==> config.mk <==
export PLATFORM = sky130hd
export DESIGN_NAME = song_recorder
export DESIGN_NICKNAME = d
export VERILOG_FILES = /design/src/rtl/song_pkg.sv /design/src/rtl/song_recorder_note_tick.sv /design/src/rtl/song_recorder.sv
export SDC_FILE = /design/constraint.sdc
export NUM_CORES = 1
export LEC_CHECK = 0
export BUFFER_PORTS_ARGS = -buffer_cell sky130_fd_sc_hd__buf_4
export CAP_MARGIN = 20
export CORE_MARGIN = 10
export CORE_UTILIZATION = 42
export CTS_CLUSTER_SIZE = 25
export DETAILED_ROUTE_END_ITERATION = 10
export GPL_ROUTABILITY_DRIVEN = 0
export SYNTH_ARGS = -nofsm -noshare
export SYNTH_HDL_FRONTEND = slang
export SYNTH_SLANG_ARGS = --single-unit
export TNS_END_PERCENT = 5
==> constraint.sdc <==
create_clock -name clk_in -period 4.3 [get_ports clk_in]
set_input_delay 0.215 -clock clk_in [delete_from_list [all_inputs] [get_ports clk_in]]
set_output_delay 0.215 -clock clk_in [all_outputs]
set_load 0.01 [all_outputs]
==> src/rtl/song_pkg.sv <==
// ---------------------------------------------------------------------------
// song_pkg
// Constants and types shared by the song recorder, the game controller and
// the song playback reader, so all of them agree on the layout of a song slot.
//   SONG_FINISH  note code that terminates a song image
//   NOTE_REST    note code for silence
//   SLOT_DEPTH   entries per song slot, terminator included
//   NOTE_LENGTH  clock cycles per recorded note (half a second at 100 MHz)
//   rec_state_t  recorder state encoding
//   slot_base()  first RAM address of a given slot
// ---------------------------------------------------------------------------
package song_pkg;

    localparam logic [6:0] SONG_FINISH = 7'h7F;
    localparam logic [6:0] NOTE_REST   = 7'h00;
    localparam int         SLOT_DEPTH  = 250;
    localparam int         NOTE_LENGTH = 50_000_000;

    typedef enum logic [1:0] {
        ST_IDLE,
        ST_RECORD,
        ST_TERMINATE,
        ST_DONE
    } rec_state_t;

    // Full 32-bit product; callers truncate to their address width, which
    // gives the same result as multiplying at that width.
    function automatic logic [31:0] slot_base(input logic [1:0] slot, input int depth);
        logic [31:0] depth_u;
        depth_u = 32'(depth);
        return depth_u * {30'd0, slot};
    endfunction

endpackage

==> src/rtl/song_recorder_note_tick.sv <==
// ---------------------------------------------------------------------------
// note_tick
// Note-rate counter for the song recorder. Loading jumps straight to the
// terminal count so the first tick lands on the very next enabled edge; after
// that a tick is produced once every NOTE_LENGTH enabled cycles.
// Ports:
//   clk_in  system clock
//   rst_in  asynchronous active-high reset
//   load    preload the counter to NOTE_LENGTH-1
//   enable  let the counter run and qualify the tick
//   tick    high while enabled and the counter sits at NOTE_LENGTH-1
// ---------------------------------------------------------------------------
module note_tick #(
    parameter int NOTE_LENGTH = 50_000_000
) (
    input  logic clk_in,
    input  logic rst_in,
    input  logic load,
    input  logic enable,
    output logic tick
);

    localparam int CW = (NOTE_LENGTH > 1) ? $clog2(NOTE_LENGTH) : 1;
    localparam logic [CW-1:0] COUNT_MAX = CW'(NOTE_LENGTH - 1);

    logic [CW-1:0] count_q;
    logic [CW-1:0] count_d;

    assign tick = enable && (count_q == COUNT_MAX);

    always_comb begin
        count_d = count_q;
        if (load) begin
            count_d = COUNT_MAX;
        end else if (enable) begin
            // Wrap to zero on the tick so the next tick is NOTE_LENGTH cycles away.
            count_d = tick ? '0 : count_q + CW'(1);
        end
    end

    always_ff @(posedge clk_in or posedge rst_in) begin
        if (rst_in) begin
            count_q <= '0;
        end else begin
            count_q <= count_d;
        end
    end

endmodule

==> src/rtl/song_recorder.sv <==
// ---------------------------------------------------------------------------
// song_recorder
// Writer side of the song memory. Samples the live note once per NOTE_LENGTH
// cycles and writes it into one of four song slots of the dual-port song RAM,
// then closes the take with the SONG_FINISH terminator so the playback reader
// sees a well-formed image.
// Ports:
//   clk_in       system clock (single domain)
//   rst_in       asynchronous active-high reset
//   rec_start    pulse: begin a take (ignored while a take is in progress)
//   rec_stop     pulse: end the take (ignored when not recording)
//   slot_choice  target slot, captured when a take starts
//   note_in      live note code, 0 = rest
//   mem_we       RAM write enable, one cycle per write
//   mem_addr     RAM write address
//   mem_din      RAM write data {1'b0, note}
//   recording    high while a take or its terminator write is pending
//   done         high once the terminator has been written
//   note_count   notes written in the current/last take, terminator excluded
// Configuration macro: RECORDER_SKIP_SILENCE_EN -- when defined, rests before
// the first real note of a take are not written.
// ---------------------------------------------------------------------------
module song_recorder
    import song_pkg::*;
#(
    parameter int NOTE_LENGTH = song_pkg::NOTE_LENGTH,
    parameter int SLOT_DEPTH  = song_pkg::SLOT_DEPTH,
    parameter int ADDR_BITS   = 10
) (
    input  logic                 clk_in,
    input  logic                 rst_in,
    input  logic                 rec_start,
    input  logic                 rec_stop,
    input  logic [1:0]           slot_choice,
    input  logic [6:0]           note_in,
    output logic                 mem_we,
    output logic [ADDR_BITS-1:0] mem_addr,
    output logic [7:0]           mem_din,
    output logic                 recording,
    output logic                 done,
    output logic [7:0]           note_count
);

    rec_state_t state_q, state_d;

    // Next free address in the slot being recorded.
    logic [ADDR_BITS-1:0] addr_q, addr_d;
    logic [7:0]           note_count_q, note_count_d;
    logic                 mem_we_q, mem_we_d;
    logic [ADDR_BITS-1:0] mem_addr_q, mem_addr_d;
    logic [7:0]           mem_din_q, mem_din_d;
    logic                 recording_q, recording_d;
    logic                 done_q, done_d;

    logic start_accept;
    logic tick;
    logic write_ok;
    logic [6:0] note_clean;

`ifdef RECORDER_SKIP_SILENCE_EN
    logic seen_note_q, seen_note_d;
`endif

    assign start_accept = rec_start && ((state_q == ST_IDLE) || (state_q == ST_DONE));

    note_tick #(
        .NOTE_LENGTH (NOTE_LENGTH)
    ) u_note_tick (
        .clk_in (clk_in),
        .rst_in (rst_in),
        .load   (start_accept),
        .enable (state_q == ST_RECORD),
        .tick   (tick)
    );

    // The terminator code must never appear mid-song, so it is stored as a rest.
    assign note_clean = (note_in == SONG_FINISH) ? NOTE_REST : note_in;

`ifdef RECORDER_SKIP_SILENCE_EN
    assign write_ok = seen_note_q || (note_in != NOTE_REST);
`else
    assign write_ok = 1'b1;
`endif

    always_comb begin
        state_d      = state_q;
        addr_d       = addr_q;
        note_count_d = note_count_q;
        mem_we_d     = 1'b0;
        mem_addr_d   = mem_addr_q;
        mem_din_d    = mem_din_q;
`ifdef RECORDER_SKIP_SILENCE_EN
        seen_note_d  = seen_note_q;
`endif

        case (state_q)
            ST_IDLE, ST_DONE: begin
                if (rec_start) begin
                    state_d      = ST_RECORD;
                    addr_d       = ADDR_BITS'(slot_base(slot_choice, SLOT_DEPTH));
                    note_count_d = 8'd0;
`ifdef RECORDER_SKIP_SILENCE_EN
                    seen_note_d  = 1'b0;
`endif
                end
            end

            ST_RECORD: begin
                if (tick && write_ok) begin
                    mem_we_d     = 1'b1;
                    mem_din_d    = {1'b0, note_clean};
                    mem_addr_d   = addr_q;
                    addr_d       = addr_q + ADDR_BITS'(1);
                    note_count_d = note_count_q + 8'd1;
`ifdef RECORDER_SKIP_SILENCE_EN
                    seen_note_d  = 1'b1;
`endif
                end
                // The last entry of a slot is reserved for the terminator.
                if (rec_stop || (tick && write_ok && (note_count_q == 8'(SLOT_DEPTH - 2)))) begin
                    state_d = ST_TERMINATE;
                end
            end

            ST_TERMINATE: begin
                mem_we_d   = 1'b1;
                mem_din_d  = {1'b0, SONG_FINISH};
                mem_addr_d = addr_q;
                state_d    = ST_DONE;
            end

            default: begin
                state_d = ST_IDLE;
            end
        endcase

        // Status flags are registered from the next state so they change on
        // the same edge as the state itself.
        recording_d = (state_d == ST_RECORD) || (state_d == ST_TERMINATE);
        done_d      = (state_d == ST_DONE);
    end

    always_ff @(posedge clk_in or posedge rst_in) begin
        if (rst_in) begin
            state_q      <= ST_IDLE;
            addr_q       <= '0;
            note_count_q <= 8'd0;
            mem_we_q     <= 1'b0;
            mem_addr_q   <= '0;
            mem_din_q    <= 8'd0;
            recording_q  <= 1'b0;
            done_q       <= 1'b0;
        end else begin
            state_q      <= state_d;
            addr_q       <= addr_d;
            note_count_q <= note_count_d;
            mem_we_q     <= mem_we_d;
            mem_addr_q   <= mem_addr_d;
            mem_din_q    <= mem_din_d;
            recording_q  <= recording_d;
            done_q       <= done_d;
        end
    end

`ifdef RECORDER_SKIP_SILENCE_EN
    always_ff @(posedge clk_in or posedge rst_in) begin
        if (rst_in) begin
            seen_note_q <= 1'b0;
        end else begin
            seen_note_q <= seen_note_d;
        end
    end
`endif

    assign mem_we     = mem_we_q;
    assign mem_addr   = mem_addr_q;
    assign mem_din    = mem_din_q;
    assign recording  = recording_q;
    assign done       = done_q;
    assign note_count = note_count_q;

endmodule
* Word level (Yosys, flattened, before mapping)
Cells that the tools add are included.
Cells by class: muxes and demuxes 19, multiply operators 1, eq/ne operators 11, bitwise logic cells 0, divide/modulo/power cells 0, order comparisons 0, add/sub/neg operators 3, shifts and indexed selects 0, reductions and logical operators 13
Operators with widths (number):
- 26-bit two-way mux | 3
- 10-bit one-hot mux with 2 select lines | 2
- 8-bit one-hot mux with 2 select lines | 2
- 10-bit two-way mux | 3
- 26-bit by 1-bit adder with 26-bit output (second input constant) | 1
- 26-bit == test (second input constant) | 1
- 8-bit two-way mux | 3
- 10-bit by 1-bit adder with 10-bit output (second input constant) | 1
- 7-bit by 2-bit multiplier with 9-bit output (first input constant) | 1
- 8-bit by 1-bit adder with 8-bit output (second input constant) | 1
- 2-bit == test (second input constant) | 4
- 8-bit == test (second input constant) | 1
- 7-bit == test (second input constant) | 1
- 7-bit two-way mux | 1
- 2-bit one-hot mux with 3 select lines | 1
- 2-bit nonzero test | 3
- 2-bit by 1-bit == test with 1-bit output (second input constant) | 2
- 2-bit two-way mux | 2
- 2-bit inequality test (second input constant) | 2
- 1-bit logical AND | 3
- 1-bit logical OR | 3
- 3-bit AND reduction | 1
- 2-bit logical NOT | 1
- 1-bit one-hot mux with 2 select lines | 1
- 3 further kinds | 3
Storage, ports and cells: output and inout port bits 29, bits in registers 67, bits of input ports 13, latch bits 0, memory bits (writable) 0, memories kept 0, bits in read-only memories 0

* Depth between registers and ports, before layout
Gate-level depths: netlist of run 1.
depth in word-level cells 8, gate-level depth with buffers 11, gate-level depth less buffers 8

* Modules after synthesis
From an unflattened synthesis of run 1, not the netlist that was laid out.
Unflattened totals: cell total of the unflattened synthesis 392, area total of the unflattened synthesis 3818.7 µm²
By module, submodules not included:
- song_recorder | area an instance 2168.3 µm², sequential area each 1001.0 µm², cells each 223, times used 1
- note_tick | area an instance 1650.3 µm², sequential area each 650.6 µm², cells each 169, times used 1

* Worst setup path after synthesis of run 1
OpenSTA, ideal clock, no wires.
kind reg-to-reg, start point register state_q[0], end point register note_count_q[5], in the netlist note_count[5], stages on the path, launching flop included 10, slack 2.153 ns, path buffers 2, arrival time 2.081 ns, cells stage by stage dfrtp_1 -> inv_1 -> ha_1 -> clkbuf_1 -> nor2b_1 -> nor3_1 -> a31oi_1 -> buf_2 -> or4_1 -> nand2_1
Between the ends: longest elaborated chain between the ends 4, elaborated cells on any way between the ends 10, those cells by class 4 x eq/ne; 1 x mux; 5 x reduce/logical
Ends and longest elaborated chain:
- start: declaration | line song_recorder.sv:44 | rec_state_t state_q, state_d;
- start signal: assignment | line song_recorder.sv:154 | state_q <= state_d;
- 2-bit == test (tied with other cells) | line song_recorder.sv:96 | case (state_q)
- 2-bit OR reduction or 1-bit logical AND (tied branches) | line song_recorder.sv:96, song_recorder_note_tick.sv:29
- 2-bit inequality test (no line) or 2-bit nonzero test (tied branches)
- 3-bit AND reduction (no line)
- end signal: assignment | line song_recorder.sv:156 | note_count_q <= note_count_d;
- end: declaration | line song_recorder.sv:48 | logic [7:0] note_count_q, note_count_d;
Parallel ways exist; a longest one is shown, timed or not. A chain may end at the register's enable or synchronous reset.

* Final worst setup path of run 1
start point register state_q[1], end point register mem_addr_q[2], in the netlist mem_addr[2]
Between the ends: longest elaborated chain between the ends 4, elaborated cells on any way between the ends 7, those cells by class 3 x eq/ne; 1 x mux; 3 x reduce/logical
Ends and longest elaborated chain:
- 2-bit by 1-bit == test with 1-bit output | line song_recorder.sv:72, song_recorder.sv:96
- 1-bit logical AND | line song_recorder_note_tick.sv:29 | assign tick = enable && (count_q == COUNT_MAX);
- 2-bit inequality test (no line)
- 2-bit AND reduction (no line)
- end signal: assignment | line song_recorder.sv:158 | mem_addr_q <= mem_addr_d;
- end: declaration | line song_recorder.sv:50 | logic [ADDR_BITS-1:0] mem_addr_q, mem_addr_d;
Parallel ways exist; a longest one is shown, timed or not.

==> impl_metrics.env, run 1 <==
export IMPL_power_internal_mw=1.85
export IMPL_grt_pass1_vias=2996
export IMPL_grt_first_pass_wirelength_um=15000
export IMPL_critical_path_class="reg2reg"
export IMPL_dieHeight_um=113
export IMPL_die_width_um=113
export IMPL_syn_cell_area_um2=3610
export IMPL_rsz0062_at_grt="no"
export IMPL_yosysTopAreaCellShare_pct=45.8
export IMPL_cp_end_kind="flop"
export IMPL_min_period_over_period_pct=72.8
export IMPL_finalSetupViolCount=0
export IMPL_p_leak_nw=1.79
export IMPL_synth_flop_cell="dfrtp_1"
export IMPL_period_minus_slack_ns=3.13
export IMPL_via_per_inst=5.70
export IMPL_startpoint="state_q[1]$_DFF_PP0_"
export IMPL_maxCapViolCount=0
export IMPL_synth_most_common_cell="dfrtp_1"
export IMPL_reg2reg_to="mem_addr[2]$_DFFE_PP0P_"
export IMPL_cts_made_buffers=9
export IMPL_coreArea_um2=8300
export IMPL_cts_max_level=3
export IMPL_synth_ff_latch_count=66
export IMPL_insertion_delay_ns=0.36
export IMPL_ant_nets=0
export IMPL_drc=0
export IMPL_wl_per_cell_um=16.9
export IMPL_portBuffers=40
export IMPL_r2r_start="state_q[1]$_DFF_PP0_"
export IMPL_worstSetupEndpoint="mem_addr[2]$_DFFE_PP0P_"
export IMPL_post_dp_hpwl_um=6230
export IMPL_fin_setup_tns_ns=0
export IMPL_worst_slew_pin_transition_ns=0.941
export IMPL_syn_nets=389
export IMPL_worstPathRequired_ns=4.55
export IMPL_synth_fa_ha_area_share_pct=3.47
export IMPL_async_flop_share_pct=100
export IMPL_initial_core_util_pct=43.5
export IMPL_cts_hold_buf=0
export IMPL_synth_edf_count=0
export IMPL_synthMuxAreaShare_pct=3.99
export IMPL_antenna_found_initial=0
export IMPL_pwr_share_seq_pct=32.4
export IMPL_initialDrtViolationCount=215
export IMPL_power_frac_clock_pct=18.3
export IMPL_pwr_share_comb_pct=49.3
export IMPL_syn_avg_cell_area_um2=9.86
export IMPL_hold_path_class="in2async"
export IMPL_cts_root_buf="clkbuf_8"
export IMPL_grt_util_all_layers_pct=14.2
export IMPL_p_per_area_nw_per_um2=771
export IMPL_finalHoldViolCount=0
export IMPL_max_freq_mhz=320
export IMPL_swShare_pct=43.1
export IMPL_synth_cell_type_count=59
export IMPL_outcome="completed"
export IMPL_yosys_warnings=0
export IMPL_ir_worst_vdd_uv=344
export IMPL_first_pass_iters=4
export IMPL_synth_compound_area_share_pct=16.4
export IMPL_num_fill_cells=792
export IMPL_synthXorXnorAreaFrac_pct=2.91
export IMPL_n_antenna_cell=0
export IMPL_gr_total_overflow=0
export IMPL_synth_yosys_seq_area_share_pct=45.8
export IMPL_syn_to_final_growth_pct=17.1
export IMPL_final_cell_count_no_fill=519
export IMPL_path_clk_slew_ns=0.08
export IMPL_yosys_top_cells_count="dfrtp_1 (66), nand2_1 (36), o21ai_0 (24)"
export IMPL_r2r_cells=6
export IMPL_cts_buffer_depth=2
export IMPL_ff2ff_setup_slack_ns=1.17
export IMPL_synth_simple_area_share_pct=23.4
export IMPL_boundaryPins=42
export IMPL_power_total_mw=3.26
export IMPL_clock_skew_ns=0.0114
export IMPL_power_switching_mw=1.40
export IMPL_relSlewSlack_pct=37.3
export IMPL_drive_gt1_share_pct=20.8
export IMPL_placementRows=33
export IMPL_cts_tree="yes"
export IMPL_synth_cells=366
export IMPL_slew_viol_final=0
export IMPL_cp_start_kind="flop"
export IMPL_grt_max_degree=46
export IMPL_arrival_ns=3.38
export IMPL_synth_top_family_by_area="simple AND/OR/NAND/NOR gates"
export IMPL_routed_wl_um=8770
export IMPL_cp_max_fo=18
export IMPL_post_cts_setup_buffers=0
export IMPL_synth_area_leaders="dfrtp_1 (46%), nand2_1 (3.7%), ha_1 (3.5%)"
export IMPL_cts_sinks=66
export IMPL_synth_top_area_cell="dfrtp_1"
export IMPL_dieArea_um2=12700
export IMPL_cts_resized=0
export IMPL_fin_nets=432
export IMPL_vias=2956
export IMPL_place_inst=503
critical path, cell delays in order, from the launching register on:
cell	delay, ns
dfrtp_1	0.40
inv_1	0.12
ha_1	0.56
nand3_1	0.30
nor3_2	0.53
o21a_1	0.70
mux2_2	0.41
cells in the final DEF (no fill, tap or decap), types with 3 or more instances in the layout:
cell type / synthesis / routed
dfrtp_1: 66 / 66
buf_4: 1 / 45
nand2_1: 36 / 36
o21ai_0: 24 / 24
nor2_1: 22 / 22
a21oi_1: 19 / 19
nand3_1: 17 / 17
inv_1: 16 / 15
ha_1: 10 / 10
clkbuf_8: 0 / 10
and4_1: 9 / 9
a211o_1: 9 / 9
and3_1: 8 / 8
and2_1: 7 / 7
nand4_1: 7 / 7
nor3_1: 7 / 7
nor3b_1: 7 / 7
a2bb2oi_1: 7 / 7
xor2_1: 7 / 7
mux2_2: 7 / 7
a31oi_1: 5 / 5
o31ai_1: 5 / 5
xnor2_1: 5 / 5
or3_1: 4 / 4
a211oi_1: 3 / 3
mux2_4: 3 / 3
or4_1: 3 / 3
nand2b_1: 3 / 3
o211ai_1: 3 / 3
per-layer routing:
metal	GRT usage [%]	share of wire, %
met5	0	0
met4	5.92	1.4
met3	3.96	5.8
met2	21.2	45
met1	18.7	48
cell type report:
type | instances | area [µm²] | share of cell area (%)
clock buffers | 10 | 138 | 3.26
flip-flops and latches | 66 | 1650 | 39.1
multi-input cells | 270 | 1810 | 42.9
inverters | 17 | 63.8 | 1.51
repair buffers | 45 | 338 | 8.00
well taps | 105 | 131 | 3.11
clock inverters | 6 | 90.1 | 2.13
worst min path at each step:
stage | startpoint | to | slack, ns | cells past startpoint
2_1_floorplan | note_in[0] | mem_din[0]$_DFFE_PP0P_ | 0.34 | 2
3_3_place_gp | note_in[6] | mem_din[6]$_DFFE_PP0P_ | 0.47 | 3
3_5_place_dp | note_in[0] | mem_din[0]$_DFFE_PP0P_ | 0.47 | 3
4_1_cts | note_in[0] | mem_din[0]$_DFFE_PP0P_ | 0.09 | 3
5_1_grt | note_in[0] | mem_din[0]$_DFFE_PP0P_ | 0.09 | 3
6_report | rst_in | addr_q[8]$_DFFE_PP0P_ | 0.07 | 2
kinds of logic (layout without fill, tap and decap cells):
logic type | count (synthesis) | in the layout
buf+inv | 30 | 78
xor+xnor | 12 | 12
mux | 12 | 12
compound gates | 88 | 88
fa+ha+maj | 10 | 10
flops | 66 | 66
other cells | 1 | 1
simple gates | 147 | 147
power by group through the flow:
stage | Combinational, mW | Clock (mW) | Sequential, mW
after CTS | 1.61 | 0.609 | 1.05
after global routing | 1.79 | 0.636 | 1.09
final | 1.60 | 0.597 | 1.05
after global placement | 1.58 | 0 | 1.05
after floorplan | 1.14 | 0 | 1.05
after detailed placement | 1.60 | 0 | 1.06
state kept, by name, summed over array words and instances, names as in the netlist:
name / flops
done: 1
u_note_tick.count_q: 26
note_count: 8
mem_din: 7
addr_q: 10
recording: 1
mem_we: 1
state_q: 2
mem_addr: 10
through the flow:
stage               worst slack (ns)  area [µm²]  hold slack, ns  util (%)
floorplan                       2.15        3610           0.345         -
global placement                1.36        4000           0.472      48.2
detailed placement              1.20        4000           0.475      48.2
CTS                             1.17        4230          0.0929      50.9
global route                   0.933        4230          0.0916      50.9
finish                          1.17        4230          0.0673      50.9
No activity file was read; power rests on OpenSTA's default activity.
==> inputs of run 2 (changes only) <==
- ABC_AREA: unset -> 1
- clock period: 4.3 -> 3 ns (I/O delays scaled with it)
==> run 2 against run 1 <==
Maximum frequency up 39%. Sequential share of layout area fell by 2.2 points. First-iteration DRC count is 40% higher. Critical path type unchanged. Critical endpoint is now u_note_tick.count_q[9]$_DFFE_PP0P_.
==> impl_metrics.env, run 2 <==
export IMPL_outcome="completed"
export IMPL_antenna_found_initial=0
export IMPL_synth_ff_latch_count=66
export IMPL_max_freq_mhz=444
export IMPL_syn_avg_cell_area_um2=7.44
export IMPL_routed_wl_um=9450
export IMPL_critical_path_class="reg2reg"
export IMPL_period_minus_slack_ns=2.25
export IMPL_insertion_delay_ns=0.36
export IMPL_mostFrequentLayoutCells="nand2_1 (130), dfrtp_1 (66), nor2_1 (65)"
export IMPL_wl_per_cell_um=14.0
export IMPL_num_fill_cells=872
export IMPL_grt_pass1_vias=3389
export IMPL_async_flop_share_pct=100
export IMPL_synth_edf_count=0
export IMPL_ff2ff_setup_slack_ns=0.75
export IMPL_fin_nets=583
export IMPL_drive_gt1_share_pct=14.5
export IMPL_hp_start="note_in[4]"
export IMPL_synth_area_leaders="dfrtp_1 (43%), nand2_1 (13%), nor2_1 (6.3%)"
export IMPL_largest_register="u_note_tick.count_q"
export IMPL_place_inst=656
export IMPL_gr_total_overflow=0
export IMPL_reg2reg_to="u_note_tick.count_q[9]$_DFFE_PP0P_"
export IMPL_cts_root_buf="clkbuf_8"
export IMPL_slew_viol_final=0
export IMPL_slowest_delay_ns=0.37
export IMPL_finalHoldViolCount=0
export IMPL_r2r_start="state_q[0]$_DFF_PP0_"
export IMPL_cts_made_buffers=9
export IMPL_grt_max_degree=28
export IMPL_yosys_top_cells_count="nand2_1 (130), dfrtp_1 (66), nor2_1 (65)"
export IMPL_slowest_stage="dfrtp_1"
export IMPL_synth_flop_cell="dfrtp_1"
export IMPL_first_pass_iters=4
export IMPL_drc=0
export IMPL_yosysTopAreaCellShare_pct=42.9
export IMPL_critPathBufInv=4
export IMPL_placed_area_um2=4240
export IMPL_critPathMostFrequentCell="inv_1"
export IMPL_placementRows=34
export IMPL_r2r_cells=10
export IMPL_relSlewSlack_pct=59.6
export IMPL_path_delay_family="simple AND/OR/NAND/NOR gates"
export IMPL_syn_cell_area_um2=3850
export IMPL_synth_cell_type_count=36
export IMPL_cts_resized=0
export IMPL_coreArea_um2=8810
export IMPL_dieArea_um2=13400
export IMPL_rsz0062_at_grt="no"
export IMPL_stdcell_area_um2=4480
export IMPL_synth_fa_ha_area_share_pct=3.25
export IMPL_finalSetupViolCount=0
export IMPL_initialDrtViolationCount=300
export IMPL_largest_reg_flops=26
export IMPL_synth_simple_area_share_pct=32.2
export IMPL_hold_path_class="in2reg"
export IMPL_yosys_warnings=0
export IMPL_min_to="mem_din[4]$_DFFE_PP0P_"
export IMPL_via_per_inst=5.12
export IMPL_final_cell_count_no_fill=673
export IMPL_cts_buffer_depth=2
export IMPL_cp_start_kind="flop"
export IMPL_boundaryPins=42
export IMPL_cts_tree="yes"
export IMPL_maxCapViolCount=0
export IMPL_p_per_area_nw_per_um2=966
export IMPL_fin_setup_tns_ns=0
export IMPL_synthXorXnorAreaFrac_pct=3.41
export IMPL_initial_core_util_pct=43.7
export IMPL_p_leak_nw=2.09
export IMPL_ir_worst_vdd_uv=577
export IMPL_arrival_ns=2.49
export IMPL_die_width_um=116
export IMPL_cts_sinks=66
export IMPL_path_clk_slew_ns=0.08
export IMPL_synthMuxAreaShare_pct=0
export IMPL_synth_top_family_by_area="simple AND/OR/NAND/NOR gates"
export IMPL_startpoint="state_q[0]$_DFF_PP0_"
export IMPL_cp_end_kind="flop"
export IMPL_synth_most_common_cell="nand2_1"
export IMPL_cp_max_fo=17
export IMPL_clock_skew_ns=0.0139
export IMPL_synth_cells=517
export IMPL_final_common_cell="nand2_1"
export IMPL_post_dp_hpwl_um=7120
export IMPL_ant_nets=0
export IMPL_worst_slew_pin_transition_ns=0.603
export IMPL_synth_compound_area_share_pct=10.7
export IMPL_syn_to_final_growth_pct=16.4
export IMPL_n_antenna_cell=0
export IMPL_min_period_over_period_pct=75.1
export IMPL_dieHeight_um=116
export IMPL_grt_first_pass_wirelength_um=16300
export IMPL_grt_util_all_layers_pct=14.9
export IMPL_worstPathRequired_ns=3.24
export IMPL_utilization_pct=50.9
export IMPL_vias=3449
export IMPL_hold_depth=3
export IMPL_syn_nets=540
export IMPL_cts_max_level=3
export IMPL_synth_yosys_seq_area_share_pct=42.9
export IMPL_holdWs_ns=0.0557
export IMPL_synth_top_area_cell="dfrtp_1"
export IMPL_crit_chain="inv_1, ha_1, nand2_1, clkinv_1, buf_4, nor2_2, inv_1, nand4_1, xor2_1, nor2_1"
export IMPL_portBuffers=40
-- run 2: changes by cell type in the layout (fill, tap and decap cells not counted), sizes merged, moves of 9 or more --
| cell | previous run | this run |
|---|---|---|
| a21oi | 19 | 36 |
| and3 | 9 | 0 |
| a211o | 9 | 0 |
| and4 | 9 | 0 |
| inv | 16 | 54 |
| nor2 | 22 | 67 |
| nor3 | 9 | 21 |
| nand3 | 18 | 33 |
| o21ai | 24 | 37 |
| mux2 | 10 | 0 |
| nand2 | 37 | 135 |
-- run 2: how the worst max path moves through the flow --
stage                                         end  slack (ns)  cells after the start
6_report       u_note_tick.count_q[9]$_DFFE_PP0P_        0.75                     10
5_1_grt        u_note_tick.count_q[9]$_DFFE_PP0P_        0.56                     10
4_1_cts        u_note_tick.count_q[9]$_DFFE_PP0P_        0.75                     10
3_5_place_dp   u_note_tick.count_q[9]$_DFFE_PP0P_        0.77                     10
3_3_place_gp   u_note_tick.count_q[9]$_DFFE_PP0P_        0.75                     10
2_1_floorplan  u_note_tick.count_q[9]$_DFFE_PP0P_        1.19                      9
-- run 2: timing repair --
action                                  4_1_cts  5_1_grt
hold endpoints to repair                     20        0
hold buffers                                  1        0
setup buffers                                 0        0
endpoints found under the setup margin        0        0
-- run 2: logic make-up (layout without fill, tap and decap cells) --
family,after synthesis,count (layout)
AOI/OAI and AO/OA,77,77
and+or+nand+nor,279,279
buffers and inverters,69,117
xor gates and xnor gates,15,15
DFF,66,66
adders and majority gates,10,10
other,1,1
-- run 2: cell type report --
cell class              count  area [µm²]  area share [%]
clock buffers              10         138            3.07
clock inverters             6        88.8            1.98
inverters                  55         208            4.64
multi-input cells         382        1910            42.7
flip-flops and latches     66        1650            36.9
well taps                 108         135            3.02
repair buffers             46         348            7.77
-- run 2: through the flow --
step                setup slack (ns)  power, mW
finish                         0.748       4.33
global route                   0.561       4.73
CTS                            0.748       4.36
detailed placement             0.765       3.49
global placement               0.753       3.45
floorplan                       1.19       2.88
-- run 2: power breakdown --
part / switching (mW) / total, mW / internal (mW) / leakage, nW
sequential: 0.366 / 1.59 / 1.23 / 0.795
clock: 0.372 / 0.863 / 0.492 / 0.109
combinational: 1.17 / 1.87 / 0.701 / 1.19
total: 1.91 / 4.33 / 2.42 / 2.09
-- run 2: metal layers --
metal | vias to the layer above | part of all wire (%) | wire length [µm] | track usage, %
met3 | 12 | 6.2 | 590 | 3.26
li1 | 1763 | - | - | -
met5 | - | 0 | 0 | 0
met2 | 84 | 41 | 3920 | 22.0
met4 | 0 | 1.4 | 129 | 5.25
met1 | 1590 | 51 | 4810 | 20.9
-- run 2: worst register-to-register path: cells and delay by family (launching register included) --
kind                       cells  cell delay [ns]
and+or+nand+nor                4             0.70
buffers and inverters          4             0.55
adders and majority gates      1             0.35
xor gates and xnor gates       1             0.18
DFF                            1             0.37
